File: config.mk
export PLATFORM = sky130hd
export DESIGN_NAME = mem_wb_stage
export DESIGN_NICKNAME = d
export VERILOG_FILES = /design/src/rtl/mem_wb_stage.sv
export SDC_FILE = /design/constraint.sdc
export NUM_CORES = 1
export LEC_CHECK = 0
export CAP_MARGIN = 20
export CORE_MARGIN = 2
export CORE_UTILIZATION = 34
export CTS_BUF_LIST = sky130_fd_sc_hd__clkbuf_4 sky130_fd_sc_hd__clkbuf_8 sky130_fd_sc_hd__clkbuf_16
export DETAILED_ROUTE_END_ITERATION = 10
export PLACE_DENSITY = 0.79
export SYNTH_ARGS = -nofsm -noshare
export SYNTH_HDL_FRONTEND = slang
export SYNTH_SLANG_ARGS = --single-unit
File: constraint.sdc
create_clock -name clk -period 2.35 [get_ports clk]
set_input_delay 0.235 -clock clk [delete_from_list [all_inputs] [get_ports clk]]
set_output_delay 0.235 -clock clk [all_outputs]
set_load 0.005 [all_outputs]
File: src/rtl/mem_wb_stage.sv
// mem_wb_stage: data-memory access stage plus the MEM/WB pipeline register.
// Loads and stores go out over a req/ack handshake; the pipeline is held
// while a request is pending, and an access that never gets an ack is
// abandoned after MAX_WAIT stalled cycles, raising a sticky error flag.
module mem_wb_stage #(
  parameter int MAX_WAIT = 15
) (
  input  logic        clk,
  input  logic        rst_n,
  input  logic        dmem_wen_exmem,
  input  logic        mem2reg_exmem,
  input  logic        nop_sw_exmem,
  input  logic        nop_lw_exmem,
  input  logic        rf_wen_exmem,
  input  logic [3:0]  rf_waddr_exmem,
  input  logic        branch2_exmem,
  input  logic        jal_exmem,
  input  logic [15:0] aluout_exmem,
  input  logic [15:0] rdata2_exmem,
  input  logic [2:0]  flag_exmem,
  input  logic [15:0] branch_target_exmem,
  input  logic [15:0] pc_added_exmem,
  output logic        dmem_req,
  output logic        dmem_we,
  output logic [15:0] dmem_addr,
  output logic [15:0] dmem_wdata,
  input  logic        dmem_ack,
  input  logic [15:0] dmem_rdata,
  output logic        stall_mem,
  output logic        branch_taken,
  output logic [15:0] branch_target_mem,
  output logic        dmem_err,
  output logic        rf_wen_memwb,
  output logic [3:0]  rf_waddr_memwb,
  output logic [15:0] rf_wdata_memwb
);

  localparam logic [7:0] MAX_CNT = 8'(MAX_WAIT);

  typedef enum logic {IDLE, WAIT} state_t;

  state_t      state, state_nxt;
  logic [7:0]  wait_cnt, wait_cnt_nxt;
  logic        load, store, mem_op, timeout;
  logic [15:0] wb_data;

  // Squash bits suppress the access; a store wins over a simultaneous load.
  assign load   = mem2reg_exmem & ~nop_lw_exmem;
  assign store  = dmem_wen_exmem & ~nop_sw_exmem;
  assign mem_op = load | store;

  assign dmem_addr         = aluout_exmem;
  assign dmem_wdata        = rdata2_exmem;
  assign dmem_we           = store & dmem_req;
  assign branch_target_mem = branch_target_exmem;

  // State register and wait counter.
  always_ff @(posedge clk or negedge rst_n) begin
    if (!rst_n) begin
      state    <= IDLE;
      wait_cnt <= 8'd0;
    end else begin
      state    <= state_nxt;
      wait_cnt <= wait_cnt_nxt;
    end
  end

  // Next state: enter WAIT on a missed ack, leave on ack or timeout.
  always_comb begin
    state_nxt    = state;
    wait_cnt_nxt = wait_cnt;
    case (state)
      IDLE: if (mem_op && !dmem_ack) begin
        state_nxt    = WAIT;
        wait_cnt_nxt = 8'd1;
      end
      WAIT: if (dmem_ack || timeout) begin
        state_nxt    = IDLE;
        wait_cnt_nxt = 8'd0;
      end else if (wait_cnt != 8'hFF) begin
        wait_cnt_nxt = wait_cnt + 8'd1;
      end
      default: begin
        state_nxt    = IDLE;
        wait_cnt_nxt = 8'd0;
      end
    endcase
  end

  // Outputs: request is dropped in the timeout cycle so the stall ends there.
  always_comb begin
    timeout  = 1'b0;
    dmem_req = 1'b0;
    case (state)
      IDLE: dmem_req = mem_op;
      WAIT: begin
        timeout  = !dmem_ack && (wait_cnt == MAX_CNT);
        dmem_req = !timeout;
      end
      default: ;
    endcase
  end

  assign stall_mem    = dmem_req & ~dmem_ack & ~timeout;
  assign branch_taken = branch2_exmem & flag_exmem[0] & ~stall_mem;

  // Write-back select: jal link, then load data (zero if abandoned), then ALU.
  always_comb begin
    wb_data = aluout_exmem;
    if (jal_exmem)           wb_data = pc_added_exmem;
    else if (load && !store) wb_data = timeout ? 16'h0000 : dmem_rdata;
  end

  // Sticky timeout flag; only reset clears it.
  always_ff @(posedge clk or negedge rst_n) begin
    if (!rst_n)       dmem_err <= 1'b0;
    else if (timeout) dmem_err <= 1'b1;
  end

  // MEM/WB register: bubble (write disabled, address/data held) on stall.
  always_ff @(posedge clk or negedge rst_n) begin
    if (!rst_n) begin
      rf_wen_memwb   <= 1'b0;
      rf_waddr_memwb <= 4'd0;
      rf_wdata_memwb <= 16'h0000;
    end else if (stall_mem) begin
      rf_wen_memwb   <= 1'b0;
    end else begin
      rf_wen_memwb   <= rf_wen_exmem;
      rf_waddr_memwb <= rf_waddr_exmem;
      rf_wdata_memwb <= wb_data;
    end
  end

endmodule
==> results of run 1 <==
==> what timing repair did <==
action	4_1_cts	5_1_grt
pin swaps	0	2
resized for setup	2	3
setup buffers	0	7
setup endpoints to repair	19	13
endpoints found under the hold margin	0	0
==> cells in the mapped netlist <==
library cell / number
a211o_1: 2
nor3_1: 3
nand2_1: 4
or2_2: 1
nand4_1: 3
a211oi_1: 2
buf_4: 48
a31oi_2: 1
a221oi_1: 16
ha_1: 1
o31ai_2: 4
nand2b_1: 5
inv_1: 1
and3_1: 3
nor2b_1: 20
nor2_1: 5
mux2i_1: 2
nand3_1: 19
nand3_4: 1
a21oi_1: 1
buf_2: 3
clkbuf_1: 6
dfrtp_1: 31
a22o_1: 1
o21ai_0: 3
and2_4: 1
a311oi_4: 1
mux2_2: 3
nand3b_1: 1
buf_6: 4
a21o_1: 2
nor4_4: 1
o31ai_1: 16
o31a_1: 2
and2_1: 1
a31oi_1: 1
mux2_4: 1
==> layer usage <==
layer	wire length [µm]	global-route usage	part of all wire
met1	2290	0.185	0.38
met2	3150	0.319	0.52
met3	409	0.0504	0.068
met4	153	0.0645	0.025
met5	0	0	0
==> logic make-up after synthesis <==
kind of cell             Yosys count
flip-flops                        31
adder cells (fa/ha/maj)            1
multiplexers                       6
buffers and inverters             62
AO/OA/AOI/OAI                     52
AND/OR/NAND/NOR                   68
==> stage by stage <==
step	power, mW	TNS, ns	cells
final	1.50	0	365
after global routing	1.60	-0.00840	365
after CTS	1.52	0	357
after detailed placement	1.08	-0.195	349
after global placement	1.07	0	349
after floorplan	0.850	0	220
==> state kept, by name, summed over array words and instances, names as in the netlist <==
name / flops
rf_waddr_memwb: 4
state: 1
dmem_err: 1
rf_wen_memwb: 1
rf_wdata_memwb: 16
wait_cnt: 8
==> cell type report <==
cell class / count / area (µm²) / share of cell area
timing repair buffer: 121 / 1170 / 0.379
multi-input combinational: 127 / 945 / 0.307
sequential: 31 / 777 / 0.253
tap: 77 / 96.3 / 0.0313
clock buffer: 7 / 83.8 / 0.0272
clock inverter: 1 / 5.00 / 0.00163
inverter: 1 / 3.75 / 0.00122
==> power by group through the flow <==
stage	sequential, mW	clock [mW]	combinational, mW
3_3_place_gp	0.630	0	0.438
4_1_cts	0.623	0.444	0.448
5_1_grt	0.631	0.474	0.493
6_report	0.622	0.426	0.454
3_5_place_dp	0.633	0	0.446
2_1_floorplan	0.631	0	0.219
==> path summary, 6_finish.rpt <==
| check | from | endpoint | slack [ns] |
|---|---|---|---|
| setup reg to reg | wait_cnt[1] | rf_wdata_memwb[3] | 0.21 |
| hold reg to reg | dmem_err | dmem_err | 0.47 |
| setup / recovery | wait_cnt[5] | dmem_req | 0.11 |
| min in group clk | dmem_err | dmem_err | 0.47 |
| max in group asynchronous | rst_n | wait_cnt[5] | 1.68 |
| hold / removal | rst_n | rf_wdata_memwb[9] | 0.36 |
==> critical path: stages (launching register included) <==
cell and delay (ns):
dfrtp_2 0.43, nor4_4 0.36, buf_4 0.20, and3_2 0.23, a31oi_1 0.05, clkdlybuf4s50_1 0.45
==> cell usage in the layout (no fill, tap or decap), types with 2 or more instances in the layout <==
cell type and count:
nand2_1 4, buf_4 16, o31a_1 2, nand2b_1 5, nor2b_1 20, nor3_1 3, o31ai_1 16, o21ai_0 3
nand3_1 19, clkbuf_4 2, o31ai_2 4, clkdlybuf4s50_1 104, mux2_2 3, a211o_1 2, a221oi_1 16, clkbuf_8 5
mux2i_1 2, nand4_1 3, dfrtp_1 30, a21o_1 2, a211oi_1 2, nor2_1 5
==> run_results.csv, run 1 <==
group,metric,value,unit
outcome,outcome,"finished clean",
clock_tree,cts.sinks,31,
synthesis,synth_compound_area_frac,0.208,
sta,tightestPinTransition,0.854,ns
global_route,grt_pass1_wl,9770,µm
pwr,p_per_area,488,mW/mm²
synthesis,yosys.area.top_type,"dfrtp_1",
setup_path,crit_type,"flop to output pin",
synthesis,yosys.area.top_type_share,0.359,
sta,hold_violations,0,
setup_path,worstPathRequired,2.12,ns
sta,period_share,0.955,
detailed_routing,firstDrtPassIters,4,
detailed_routing,wire_per_inst,16.5,µm
detailed_routing,wl,6010,µm
synthesis,yosysSeqAreaShare,0.359,
pwr,switching_power,392,µW
detailed_routing,vias_per_cell,5.27,
setup_path,reg2reg_depth,5,
finish,drive_gt1_frac,0.149,
synthesis,synth_warnings,0,
floorplanning,core_area,0.00624,mm²
place,place_ws,-0.0535,ns
pwr,irDropWorstVdd,0.000238,V
synthesis,synth_fp_nets,318,
clock_tree,clockBufferDepth,2,
synthesis,ys_ff_latch,31,
place,port_buffers,104,
job,cap_violations,0,
sta,slew_headroom,0.430,
finish,utilization,0.493,
global_route,grt_max_degree,32,
global_route,antenna_found_initial,0,
setup_path,cp.arrival,2.01,ns
floorplanning,dieArea,0.00700,mm²
clock_tree,clk_pin_slew,0.07,ns
detailed_routing,route.detailed.drc,0,
setup_path,critPathMaxFanout,4,
clock_tree,clock-root-buffer,"clkbuf_8",
floorplanning,start_util,0.346,
detailed_routing,antenna_left,0,
sta,fin_skew,0.00635,ns
pwr,netSwitchingFraction,0.261,
finish,area_growth_syn_to_layout,42.6,%
finish,antennaDiodeCount,0,
synthesis,synthTopCellsByArea,"dfrtp_1 36%, buf_4 17%, a221oi_1 6.5%, nor2b_1 5.8%, o31ai_1 5.6%",
floorplanning,dieHeight,83.7,µm
synthesis,synth_top_family_by_area,"compound AO/OA/AOI/OAI gates",
synthesis,muxShareOfSynthArea,0.0319,
place,dpl-instance-area,0.00292,mm²
pwr,clkPwrFrac,0.284,
global_route,grt_usage,0.173,
clock_tree,holdBufCountCts,0,
global_route,grt_pass1_vias,2070,
finish,stdcell_area,0.00308,mm²
sta,fin_crit,2.24,ns
place,post-dp-hpwl,4430,µm
floorplanning,fp-row-count,29,
sta,max_freq,446,MHz
global_route,overflow,0,
finish,n_fill_cell,596,
min_path,hold_path_class,"primary input to async pin",
detailed_routing,drtIter0Drc,58,
clock_tree,cts_tree,"done",
pwr,p_seq_frac,0.414,
synthesis,synth_xor_area_frac,0,
floorplanning,io_pins,171,
detailed_routing,vias,1923,
sta,fin_ws,0.107,ns
synthesis,yosys.area_share.simple,0.188,
sta,setup_violations,0,
synthesis,syn_inst,220,
synthesis,synthAdderAreaFrac,0.00580,
pwr,p_comb_frac,0.302,
synthesis,syn_area,0.00216,mm²
clock_tree,cts_buffers,5,
clock_tree,clk_latency,0.28,ns
pwr,intPower,1.11,mW
finish,layout.nets,385,
synthesis,ys_types,37,
sta,finalMaxSlewViolations,0,
pwr,p_leak,1.22,nW
clock_tree,h-tree-depth,2,
synthesis,syn_avg_cell_area,9.81,µm²
place,gp_congestion,0.835,
setup_path,cp-end-kind,"output pin",
floorplanning,die_w,83.7,µm
setup_path,startpoint_type,"flop",
sta,hold_slack,0.359,ns
Note: power is estimated with default switching activity, not from simulation.
==> inputs of run 2 (changes only) <==
==> constraint.sdc (replaced) <==
create_clock -name clk -period 2.35 [get_ports clk]
set_input_delay 0.3525 -clock clk [delete_from_list [all_inputs] [get_ports clk]]
set_output_delay 0.3525 -clock clk [all_outputs]
set_load 0.005 [all_outputs]
==> run_results.csv, run 2 (synthesis results as in run 1) <==
group,metric,value,unit
setup_path,cp_cell_sequence,"clkdlybuf4s50_1 > nand2b_1 > a31oi_2 > and2_4 > clkdlybuf4s50_1",
setup_path,worstPathRequired,2.00,ns
clock_tree,cts_tree,"done",
finish,drive_gt1_frac,0.172,
setup_path,cp-end-kind,"output pin",
pwr,p_leak,1.30,nW
clock_tree,cts.sinks,31,
detailed_routing,antenna_left,0,
detailed_routing,vias_per_cell,5.14,
finish,top_register,"rf_wdata_memwb",
floorplanning,io_pins,171,
pwr,irDropWorstVdd,0.000242,V
floorplanning,dieHeight,83.7,µm
global_route,grt_max_degree,32,
floorplanning,fp-row-count,29,
finish,multiInputGateArea,946,µm²
setup_path,crit_buf_inv,2,
finish,largest_reg_flops,16,
finish,antennaDiodeCount,0,
sta,period_share,0.960,
finish,top_regs,"rf_wdata_memwb x16, wait_cnt x8, rf_waddr_memwb x4",
finish,area_growth_syn_to_layout,46.6,%
place,dpl-instance-area,0.00299,mm²
global_route,antenna_found_initial,0,
global_route,grt_pass1_wl,9710,µm
detailed_routing,route.detailed.drc,0,
job,cap_violations,0,
pwr,intPower,1.17,mW
clock_tree,clk_pin_slew,0.06,ns
sta,tightestPinTransition,0.657,ns
clock_tree,holdBufCountCts,0,
setup_path,path_delay_family,"buffers and inverters",
sta,max_freq,443,MHz
pwr,p_per_area,491,mW/mm²
sta,finalMaxSlewViolations,0,
sta,hold_violations,0,
clock_tree,clk_latency,0.28,ns
outcome,outcome,"finished clean",
min_path,hold_path_class,"flop to flop",
pwr,clkPwrFrac,0.302,
floorplanning,dieArea,0.00700,mm²
finish,stdcell_area,0.00316,mm²
pwr,p_comb_frac,0.300,
floorplanning,start_util,0.346,
detailed_routing,vias,1923,
sta,fin_ws,0.0942,ns
setup_path,critPathMaxFanout,6,
clock_tree,clockBufferDepth,2,
global_route,overflow,0,
place,gp_congestion,0.873,
detailed_routing,drtIter0Drc,64,
setup_path,reg2reg_slack,0.39,ns
sta,fin_skew,0.00314,ns
setup_path,startpoint_type,"primary input",
clock_tree,cts_buffers,5,
floorplanning,die_w,83.7,µm
clock_tree,clock-root-buffer,"clkbuf_8",
sta,rsz0062_at_grt,"no",
finish,final_common_cell,"clkdlybuf4s50_1",
place,post-dp-hpwl,4470,µm
detailed_routing,wire_per_inst,16.2,µm
finish,layout_common_cells,"101 x clkdlybuf4s50_1, 30 x dfrtp_1, 25 x buf_4, 20 x nor2b_1, 19 x nand3_1",
detailed_routing,wl,6070,µm
pwr,switching_power,389,µW
setup_path,crit_type,"primary input to output pin",
global_route,grt_pass1_vias,1954,
setup_path,worst_path_max_delay_cell,"clkdlybuf4s50_1",
pwr,netSwitchingFraction,0.250,
global_route,grt_usage,0.173,
setup_path,cpPeakStageDelay,0.51,ns
clock_tree,h-tree-depth,2,
finish,layout.nets,394,
setup_path,cp.arrival,1.90,ns
finish,seq_area,777,µm²
place,place_ws,-0.00795,ns
sta,slew_headroom,0.558,
sta,setup_violations,0,
place,port_buffers,104,
pwr,finalPower,1.55,mW
finish,utilization,0.507,
floorplanning,core_area,0.00624,mm²
sta,fin_crit,2.26,ns
pwr,p_seq_frac,0.399,
finish,n_fill_cell,611,
detailed_routing,firstDrtPassIters,4,
setup_path,worst_path_most_repeated_cell,"clkdlybuf4s50_1",
## run 2: cell count changes in the layout (fill, tap and decap cells not counted)
cell,delta
buf_2,-1
and3_4,+1
clkbuf_4,-1
dlygate4sd2_1,+1
dlymetal6s2s_1,+2
and3_2,-1
clkbuf_8,+2
clkbuf_2,+1
clkinv_2,-1
clkdlybuf4s50_1,-3
ha_2,-1
ha_1,+1
buf_4,+9
## run 2: power groups by stage
stage / Clock (mW) / Sequential, mW / Combinational [mW]
final: 0.469 / 0.620 / 0.466
after detailed placement: 0 / 0.632 / 0.461
after global routing: 0.514 / 0.627 / 0.505
after global placement: 0 / 0.628 / 0.454
after floorplan: 0 / 0.631 / 0.219
after CTS: 0.496 / 0.621 / 0.465
## run 2: layout make-up
cell class	count	share of cell area
well taps	77	0.0304
clock buffers	8	0.0328
multi-input cells	127	0.299
repair buffers	130	0.391
flip-flops and latches	31	0.246
inverters	1	0.00119
## run 2: worst paths after layout
check / from / to / cells after the start
worst max-delay path: nop_lw_exmem / stall_mem / 5
worst min-delay path: dmem_err / dmem_err / 1
worst max register to register: wait_cnt[4] / wait_cnt[7] / 7
worst min register to register: dmem_err / dmem_err / 1
max in group asynchronous: rst_n / wait_cnt[6] / 2
min in group asynchronous: rst_n / wait_cnt[6] / 2
## run 2: worst register-to-register path, cell delays in order, from the launching register on
cell and delay [ns]:
dfrtp_1 0.41, nor4_4 0.36, buf_4 0.18, buf_4 0.12, a21oi_1 0.11, buf_4 0.17
a211o_1 0.26, a22o_1 0.24
## run 2: metal layers
layer / global-route usage / up-vias / part of all wire
met4: 0.0645 / 0 / 0.026
li1: - / 914 / -
met2: 0.305 / 91 / 0.52
met1: 0.199 / 898 / 0.38
met5: 0 / - / 0
met3: 0.0485 / 20 / 0.074
## run 2: repair_timing
action                                  CTS  global route
gates resized for setup                   4             4
pin swaps                                 1             1
endpoints found under the setup margin    4             3
setup buffers                             3             4
## run 2: through the flow
step	cells	TNS (ns)	hold WS (ns)
5_1_grt	374	0	0.491
6_report	374	0	0.470
3_3_place_gp	358	0	0.453
3_5_place_dp	358	-0.0135	0.459
4_1_cts	369	0	0.474
2_1_floorplan	220	0	0.0569
==> inputs of run 3 (changes only) <==
- CORE_UTILIZATION: 34 -> 36
- PLACE_DENSITY: 0.79 -> 0.95
- clock period: 2.35 -> 2.78 ns (I/O delays scaled with it)
==> run_results.csv, run 3 (synthesis results as in run 1) <==
group,metric,value,unit
global_route,grt_usage,0.180,
floorplanning,fp-row-count,28,
pwr,p_comb_frac,0.273,
detailed_routing,m1WireLength,2320,µm
global_route,grt_pass1_wl,9170,µm
sta,fin_crit,2.61,ns
detailed_routing,route.detailed.drc,0,
pwr,p_seq_frac,0.383,
detailed_routing,vias,1884,
outcome,outcome,"finished clean",
floorplanning,dieHeight,81.4,µm
clock_tree,h-tree-depth,2,
setup_path,cp-end-kind,"output pin",
finish,final_common_cell,"clkdlybuf4s50_1",
clock_tree,holdBufCountCts,0,
clock_tree,post_cts_buffers,0,
pwr,p_per_area,454,mW/mm²
sta,setup_violations,0,
setup_path,critPathMaxFanout,9,
finish,n_fill_cell,540,
detailed_routing,wl_met3,400,µm
global_route,overflow,0,
global_route,grt_max_degree,33,
finish,fin_cells,355,
detailed_routing,firstDrtPassIters,4,
sta,fin_skew,0.00914,ns
pwr,p_leak,1.20,nW
floorplanning,io_pins,171,
sta,max_freq,383,MHz
place,post-dp-hpwl,4440,µm
clock_tree,clock-root-buffer,"clkbuf_8",
clock_tree,cts_resized,0,
clock_tree,cts_tree,"done",
pwr,finalPower,1.38,mW
pwr,intPower,1.03,mW
clock_tree,cts_buffers,5,
setup_path,cp_cell_sequence,"nor4_4 > nand3_4 > and2_4 > nor2_1 > clkdlybuf4s50_1",
clock_tree,clk_latency,0.29,ns
global_route,antenna_found_initial,0,
finish,area_growth_syn_to_layout,40.6,%
setup_path,worst_path_max_delay_cell,"nor4_4",
clock_tree,clockBufferDepth,2,
pwr,clkPwrFrac,0.344,
detailed_routing,wire_per_inst,16.7,µm
sta,hold_violations,0,
job,cap_violations,0,
finish,antennaDiodeCount,0,
setup_path,cp.arrival,2.19,ns
finish,top_register,"rf_wdata_memwb",
floorplanning,dieArea,0.00663,mm²
sta,tns,0,ns
setup_path,cpPeakStageDelay,0.51,ns
clock_tree,clk_pin_slew,0.07,ns
finish,largest_reg_flops,16,
global_route,grt_pass1_vias,1910,
pwr,netSwitchingFraction,0.256,
detailed_routing,antenna_left,0,
sta,finalMaxSlewViolations,0,
floorplanning,die_w,81.4,µm
finish,multiInputGateArea,937,µm²
min_path,hold_path_class,"flop to flop",
sta,slew_headroom,0.587,
detailed_routing,wl,5930,µm
finish,layout.nets,377,
sta,hold_slack,0.472,ns
finish,top_regs,"rf_wdata_memwb x16, wait_cnt x8, rf_waddr_memwb x4",
place,gp_congestion,0.758,
detailed_routing,drtIter0Drc,112,
pwr,switching_power,352,µW
finish,layout_common_cells,"104 x clkdlybuf4s50_1, 31 x dfrtp_1, 20 x nor2b_1, 19 x nand3_1",
floorplanning,start_util,0.369,
pwr,irDropWorstVdd,0.000218,V
place,place_inst,346,
finish,drive_gt1_frac,0.114,
clock_tree,cts.sinks,31,
sta,tightestPinTransition,0.618,ns
detailed_routing,vias_per_cell,5.31,
detailed_routing,dr_wl_met2,3040,µm
detailed_routing,top_layer_used,"met4",
finish,seq_area,776,µm²
setup_path,crit_buf_inv,1,
setup_path,startpoint_type,"flop",
sta,rsz0062_at_grt,"no",
floorplanning,core_area,0.00585,mm²
setup_path,worstPathRequired,2.36,ns
setup_path,crit_type,"flop to output pin",
sta,period_share,0.939,
setup_path,path_delay_family,"simple AND/OR/NAND/NOR gates",
place,port_buffers,104,
## run 3: changes by cell type in the layout (fill, tap and decap cells not counted), moves of 2 or more
cell	delta
dlymetal6s2s_1	-2
and3_4	-2
buf_4	-17
clkdlybuf4s50_1	+3
## run 3: metal layers
layer,vias up,track usage
met5,-,0
met4,0,0.0915
met3,17,0.0242
met2,82,0.311
met1,904,0.217
li1,881,-
## run 3: area by class of cell
type,instances,area share
clock buffers,6,0.0272
clock inverters,2,0.0115
inverters,1,0.00124
multi-input cells,127,0.309
flip-flops and latches,31,0.256
well taps,75,0.0309
repair buffers,113,0.365
## run 3: per-stage QoR
stage                     utilization  cell area (µm²)  setup slack [ns]
after floorplan                     -             2160             0.781
final                           0.519             3030             0.170
after global routing            0.519             3030            0.0215
after global placement          0.497             2910             0.282
after detailed placement        0.497             2910             0.281
after CTS                       0.518             3030             0.107
## run 3: power by group through the flow
stage | Clock [mW] | Sequential [mW] | Combinational (mW)
floorplan | 0 | 0.533 | 0.185
global placement | 0 | 0.533 | 0.368
detailed placement | 0 | 0.536 | 0.378
CTS | 0.484 | 0.527 | 0.379
global route | 0.501 | 0.534 | 0.408
finish | 0.474 | 0.528 | 0.376
## run 3: worst paths after layout
check | from | slack, ns | cells past startpoint | to
hold reg to reg | dmem_err | 0.47 | 1 | dmem_err
setup reg to reg | wait_cnt[0] | 0.79 | 6 | rf_wdata_memwb[5]
max in group asynchronous | rst_n | 1.96 | 2 | rf_wdata_memwb[3]
setup / recovery | wait_cnt[4] | 0.17 | 5 | branch_taken
hold / removal | dmem_err | 0.47 | 1 | dmem_err
min in group asynchronous | rst_n | 0.52 | 2 | wait_cnt[7]
==> variant 1 (settings of run 1) <==
Register the input `branch_target_exmem` before use, without a reset. The logic sees it one clock later. The other inputs are not delayed to match.
--- a/src/rtl/mem_wb_stage.sv
+++ b/src/rtl/mem_wb_stage.sv
@@ -40,4 +40,10 @@
   typedef enum logic {IDLE, WAIT} state_t;
 
+  logic [15:0] branch_target_exmem_q;
+
+  always_ff @(posedge clk) begin
+    branch_target_exmem_q <= branch_target_exmem;
+  end
+
   state_t      state, state_nxt;
   logic [7:0]  wait_cnt, wait_cnt_nxt;
@@ -53,5 +59,5 @@
   assign dmem_wdata        = rdata2_exmem;
   assign dmem_we           = store & dmem_req;
-  assign branch_target_mem = branch_target_exmem;
+  assign branch_target_mem = branch_target_exmem_q;
 
   // State register and wait counter.
Formal check against the unedited RTL: not equivalent (Yosys sat finds a counterexample within 4 cycles, from zero or initial values and one cycle with rst_n low).
==> variant 1 against run 1 <==
  * The run now ends with negative hold slack left
  * Via count increased by 8.4%
  * Critical path depth unchanged
  * Final cell count increased by 13%
  * Fmax decreased by 1.0%
  * Die area increased by 8.5%
  * Sequential cell count increased by 16
  * Power increased by 27%
  * Worst setup slack got worse by 0.024 ns
  * Final area increased by 20%
  * Routed wire length increased by 4.9%
  * Area after synthesis increased by 9.0%
  * Sequential share of layout area increased by 4.5 points
  * Largest power group unchanged
==> variant 1: results (changes against run 1) <==
Share of the yosys chip area belonging to registers: 46.60% (+11 points)
Clock buffer depth: 2 (unchanged)
Post-Syn Instances: 222 (+0.91%)
Synth unique cells: 37 (unchanged)
Hold Slack: -0.02056 ns (-0.3793 ns)
Hold WC Path Type: input port to asynchronous set/reset pin
Filler cells: 637 (+6.9%)
Internal power: 0.001415 W (+28%)
Final Hold Fails: 22 (+22)
Largest net degree at the start of global routing: 33 (+3.1%)
Worst path slowest cell: dfrtp_2
DP HPWL: 4680 um (+5.7%)
Worst Tran Pin Value: 0.8072 ns (-0.04723 ns)
CP arrival: 2.03 ns (+0.02 ns)
Clk Latency, worst-skew pair: 0.30 ns (+0.02 ns)
Failing checks: negative hold slack
Via count: 2084 (+8.4%)
Non-filler instance count after layout: 414 (+13%)
Worst VDD drop: 0.0003034 V (+27%)
Initial antenna violation count: 0 (unchanged)
Worst stage delay on the critical path: 0.47 ns (+0.02 ns)
Clock slew at reported path FFs: 0.09 ns (+0.02 ns)
Global-route wire length before repair: 9832 um (+0.63%)
Asr flop ratio synth: 65.96% (-34 points)
Placed Cells incl. Taps: 401 (+15%)
Post-DP Area: 0.003553 sq mm (+22%)
Main synth FF type: dfrtp_1
Most frequent cells after synthesis: buf_4 (32), dfrtp_1 (31), nor2b_1 (20), o31ai_1 (19), nand3_1 (18)
Clock Skews: 0.01159 ns (+0.005242 ns)
Root buf cell: clkbuf_8
Number of port buffers: 136 (+31%)
Lkg Pwr: 1.450 nW (+19%)
Antenna Cells: 0 (unchanged)
Ys Warns: 0 (unchanged)
Layout Nets: 431 (+12%)
Share of cells above drive strength 1: 12.28% (-2.7 points)
CP max FO: 6 (+2)
Syn_nets: 320 (+0.63%)
Initial DRC count: 121 (+110%)
CTS buffer count: 5 (unchanged)
GP Congestion: 0.8459 (+1.3%)
Htree depth: 2 (unchanged)
Top post-synthesis cells by area: dfrtp_1 (33%), dfxtp_1 (14%), buf_4 (10%)
Status: finished with violations
Drt first pass iters: 4 (unchanged)
Total wire length: 6303 um (+4.9%)
Total global-route track usage: 16.33% (-0.98 points)
-- variant 1: cell count changes in the layout (fill, tap and decap cells not counted), moves of 2 or more --
cell / change
and2_1: +2
buf_4: -4
clkbuf_4: -2
clkdlybuf4s50_1: +30
dfxtp_1: +16
nand2_1: +5
nor3_1: -2
o31ai_1: +3
o31ai_2: -2
-- variant 1: cell families after synthesis --
kind of cell	Yosys count	share of synthesized area [%]
muxes	7	3.351
AOI/OAI and AO/OA	51	17.98
DFF	47	46.60
and+or+nand+nor	70	17.71
buffers and inverters	46	13.83
adders and majority gates	1	0.5318
-- variant 1: cell type report --
type,instances,area [sq um],area share (%)
Timing Repair Buffer,149,1454,39.34
Sequential cell,47,1099,29.72
Multi-Input combinational cell,129,948.4,25.66
Tap cell,80,100.1,2.708
Clock buffer,5,68.82,1.862
Clock inverter,3,22.52,0.6093
Inverter,1,3.754,0.1016
-- variant 1: stage by stage --
| step | util [%] | worst slack (ns) |
|---|---|---|
| floorplan | - | 0.3670 |
| global placement | 52.59 | 0.1269 |
| detailed placement | 52.59 | 0.04211 |
| CTS | 54.07 | 0.003970 |
| global route | 54.70 | -0.01170 |
| finish | 54.70 | 0.08300 |
-- variant 1: worst paths after layout --
check / start / endpoint / slack [ns] / cells past startpoint
worst max-delay path: wait_cnt[4] / dmem_we / 0.08 / 5
worst min-delay path: rst_n / wait_cnt[0] / -0.02 / 1
worst max register to register: wait_cnt[0] / rf_wdata_memwb[9] / 0.21 / 5
worst min register to register: dmem_err / dmem_err / 0.48 / 1
max in group asynchronous: rst_n / wait_cnt[6] / 1.87 / 1
min in group clk: branch_target_exmem[6] / branch_target_mem[6] / 0.37 / 1
-- variant 1: power by group through the flow --
stage               Sequential [W]  Clock, W  Combinational [W]
finish                    0.000907  0.000496           0.000503
global route              0.000918  0.000555           0.000547
CTS                       0.000910  0.000520           0.000500
detailed placement        0.000927         0           0.000496
global placement          0.000923         0           0.000489
floorplan                 0.000928         0           0.000193
-- variant 1: metal layers --
layer / wire length [um] / global-route usage, % / vias to the layer above
met5: 0 / 0 / -
li1: - / - / 1008
met1: 2578 / 20.52 / 985
met3: 499 / 4.550 / 2
met4: 39 / 4.615 / 0
met2: 3186 / 27.48 / 89
-- variant 1: worst max-delay path, delay by kind of cell (launching register included) --
family | cells | cell delay (ns)
DFF | 1 | 0.47
and+or+nand+nor | 3 | 0.64
buffers and inverters | 2 | 0.63
-- variant 1: timing repair --
| item | 4_1_cts | 5_1_grt |
|---|---|---|
| pin swaps | 1 | 1 |
| setup endpoints to repair | 3 | 4 |
| resized for setup | 4 | 4 |
| setup buffers | 0 | 4 |
==> variant 2 (config.mk and constraints of run 1) <==
Without the edit above. The parameter `MAX_WAIT` goes from 15 to 7.
--- a/src/rtl/mem_wb_stage.sv
+++ b/src/rtl/mem_wb_stage.sv
@@ -4,5 +4,5 @@
 // abandoned after MAX_WAIT stalled cycles, raising a sticky error flag.
 module mem_wb_stage #(
-  parameter int MAX_WAIT = 15
+  parameter int MAX_WAIT = 7
 ) (
   input  logic        clk,
Check against the original RTL: not equivalent (Yosys sat finds a counterexample within 10 cycles, from zero or initial values and one cycle with rst_n low).
==> variant 2 against run 1 <==
  * Final area is 2.8% higher
  * Register-to-register slack better by 0.18 ns
  * Worst setup slack worse by 0.036 ns
  * Routed wire length is 8.8% higher
  * Sequential cell count stayed put
  * Power is 0.91% higher
  * Area after synthesis is 4.6% higher
  * Critical endpoint unchanged
  * Largest cell class unchanged
==> variant 2: results (changes against run 1) <==
Largest net degree at the start of global routing: 33 (+3.1%)
Lkg Pwr: 1.311 nW (+7.5%)
Synth unique cells: 40 (+8.1%)
Most frequent cells after synthesis: buf_4 (48), dfrtp_1 (31), nor2b_1 (19), nand3_1 (18), o31ai_1 (18)
Number of global-route vias before repair: 2062 (-0.39%)
Grt met1 use: 20.40% (+1.9 points)
Non-filler instance count after layout: 382 (+4.7%)
Initial DRC count: 51 (-12%)
Worst stage delay on the critical path: 0.52 ns (+0.07 ns)
Layout Nets: 402 (+4.4%)
Post-DP Area: 0.003029 sq mm (+3.7%)
R2R Setup Slk: 0.39 ns (+0.18 ns)
GR Layer Usage met3: 3.891% (-1.2 points)
Met3 routed wirelength: 412 um (+0.73%)
Total wire length: 6536 um (+8.8%)
Met1 WL: 2715 um (+18%)
Syn_nets: 337 (+6.0%)
Share of the yosys chip area belonging to registers: 34.37% (-1.6 points)
Placed Cells incl. Taps: 369 (+5.7%)
Register-to-Register Path Depth: 7 (+2)
DR vias/cell: 5.398 (+2.5%)
Post-Syn Instances: 239 (+8.6%)
GRT met2 Usage: 30.40% (-1.5 points)
Global-route wire length before repair: 10060 um (+3.0%)
Top post-synthesis cells by area: dfrtp_1 (34%), buf_4 (16%), a221oi_1 (6.2%)
Total global-route track usage: 17.22% (-0.088 points)
Share of cells above drive strength 1: 13.77% (-1.2 points)
Reg2reg end: rf_wdata_memwb[15]
Worst VDD drop: 0.0002451 V (+2.8%)
GP Congestion: 0.8400 (+0.57%)
Worst Tran Pin Value: 0.7253 ns (-0.1291 ns)
Met2 Routed Length: 3295 um (+4.5%)
Status: complete, no violations
variant 2: changes by cell type after synthesis, sizes merged, moves of 3 or more:
cell / delta
and3: +13
a32o: +4
inv: +3
nor2: +3
variant 2: power by group:
part | switching [W] | internal [W] | total, W
combinational | 0.000169 | 0.000299 | 0.000468
sequential | 0.0000340 | 0.000588 | 0.000622
clock | 0.000194 | 0.000231 | 0.000425
total | 0.000398 | 0.00112 | 0.00152
variant 2: final cells by class:
cell class              count  area [sq um]
multi-input cells         140          1008
inverters                   4         15.01
flip-flops and latches     31         775.7
fillers                   601          3223
clock buffers               7         83.83
repair buffers            122          1179
clock inverters             1         5.005
well taps                  77         96.34
variant 2: cells by family (layout without fill, tap and decap cells):
group	after synthesis	count (layout)	share of synthesized area [%]
buffers and inverters	68	134	21.18
muxes	4	4	2.162
AOI/OAI and AO/OA	53	53	19.12
and+or+nand+nor	81	81	22.23
xor gates and xnor gates	1	1	0.3881
adders and majority gates	1	1	0.5542
DFF	31	31	34.37
variant 2: timing repair:
action / CTS / global route
buffers inserted: 0 / 5
endpoints found under the setup margin: 0 / 2
hold buffers: 0 / 0
resized for setup: 0 / 3
variant 2: stage by stage:
stage          hold WS, ns  TNS (ns)  setup slack, ns  total power (W)
6_report            0.3609         0          0.07035         0.001515
4_1_cts             0.3735         0          0.01275         0.001518
3_5_place_dp        0.4700         0           0.1962         0.001089
5_1_grt             0.4039  -0.01286         -0.01286         0.001599
2_1_floorplan     -0.06059         0           0.5783        0.0008606
3_3_place_gp        0.4531         0           0.2009         0.001076
variant 2: worst register-to-register path, cell delays in order (launching register included):
cell,delay (ns)
dfrtp_1,0.38
ha_2,0.20
and4bb_2,0.31
buf_4,0.14
nand3_2,0.07
buf_4,0.22
a221oi_1,0.39
o31ai_1,0.12
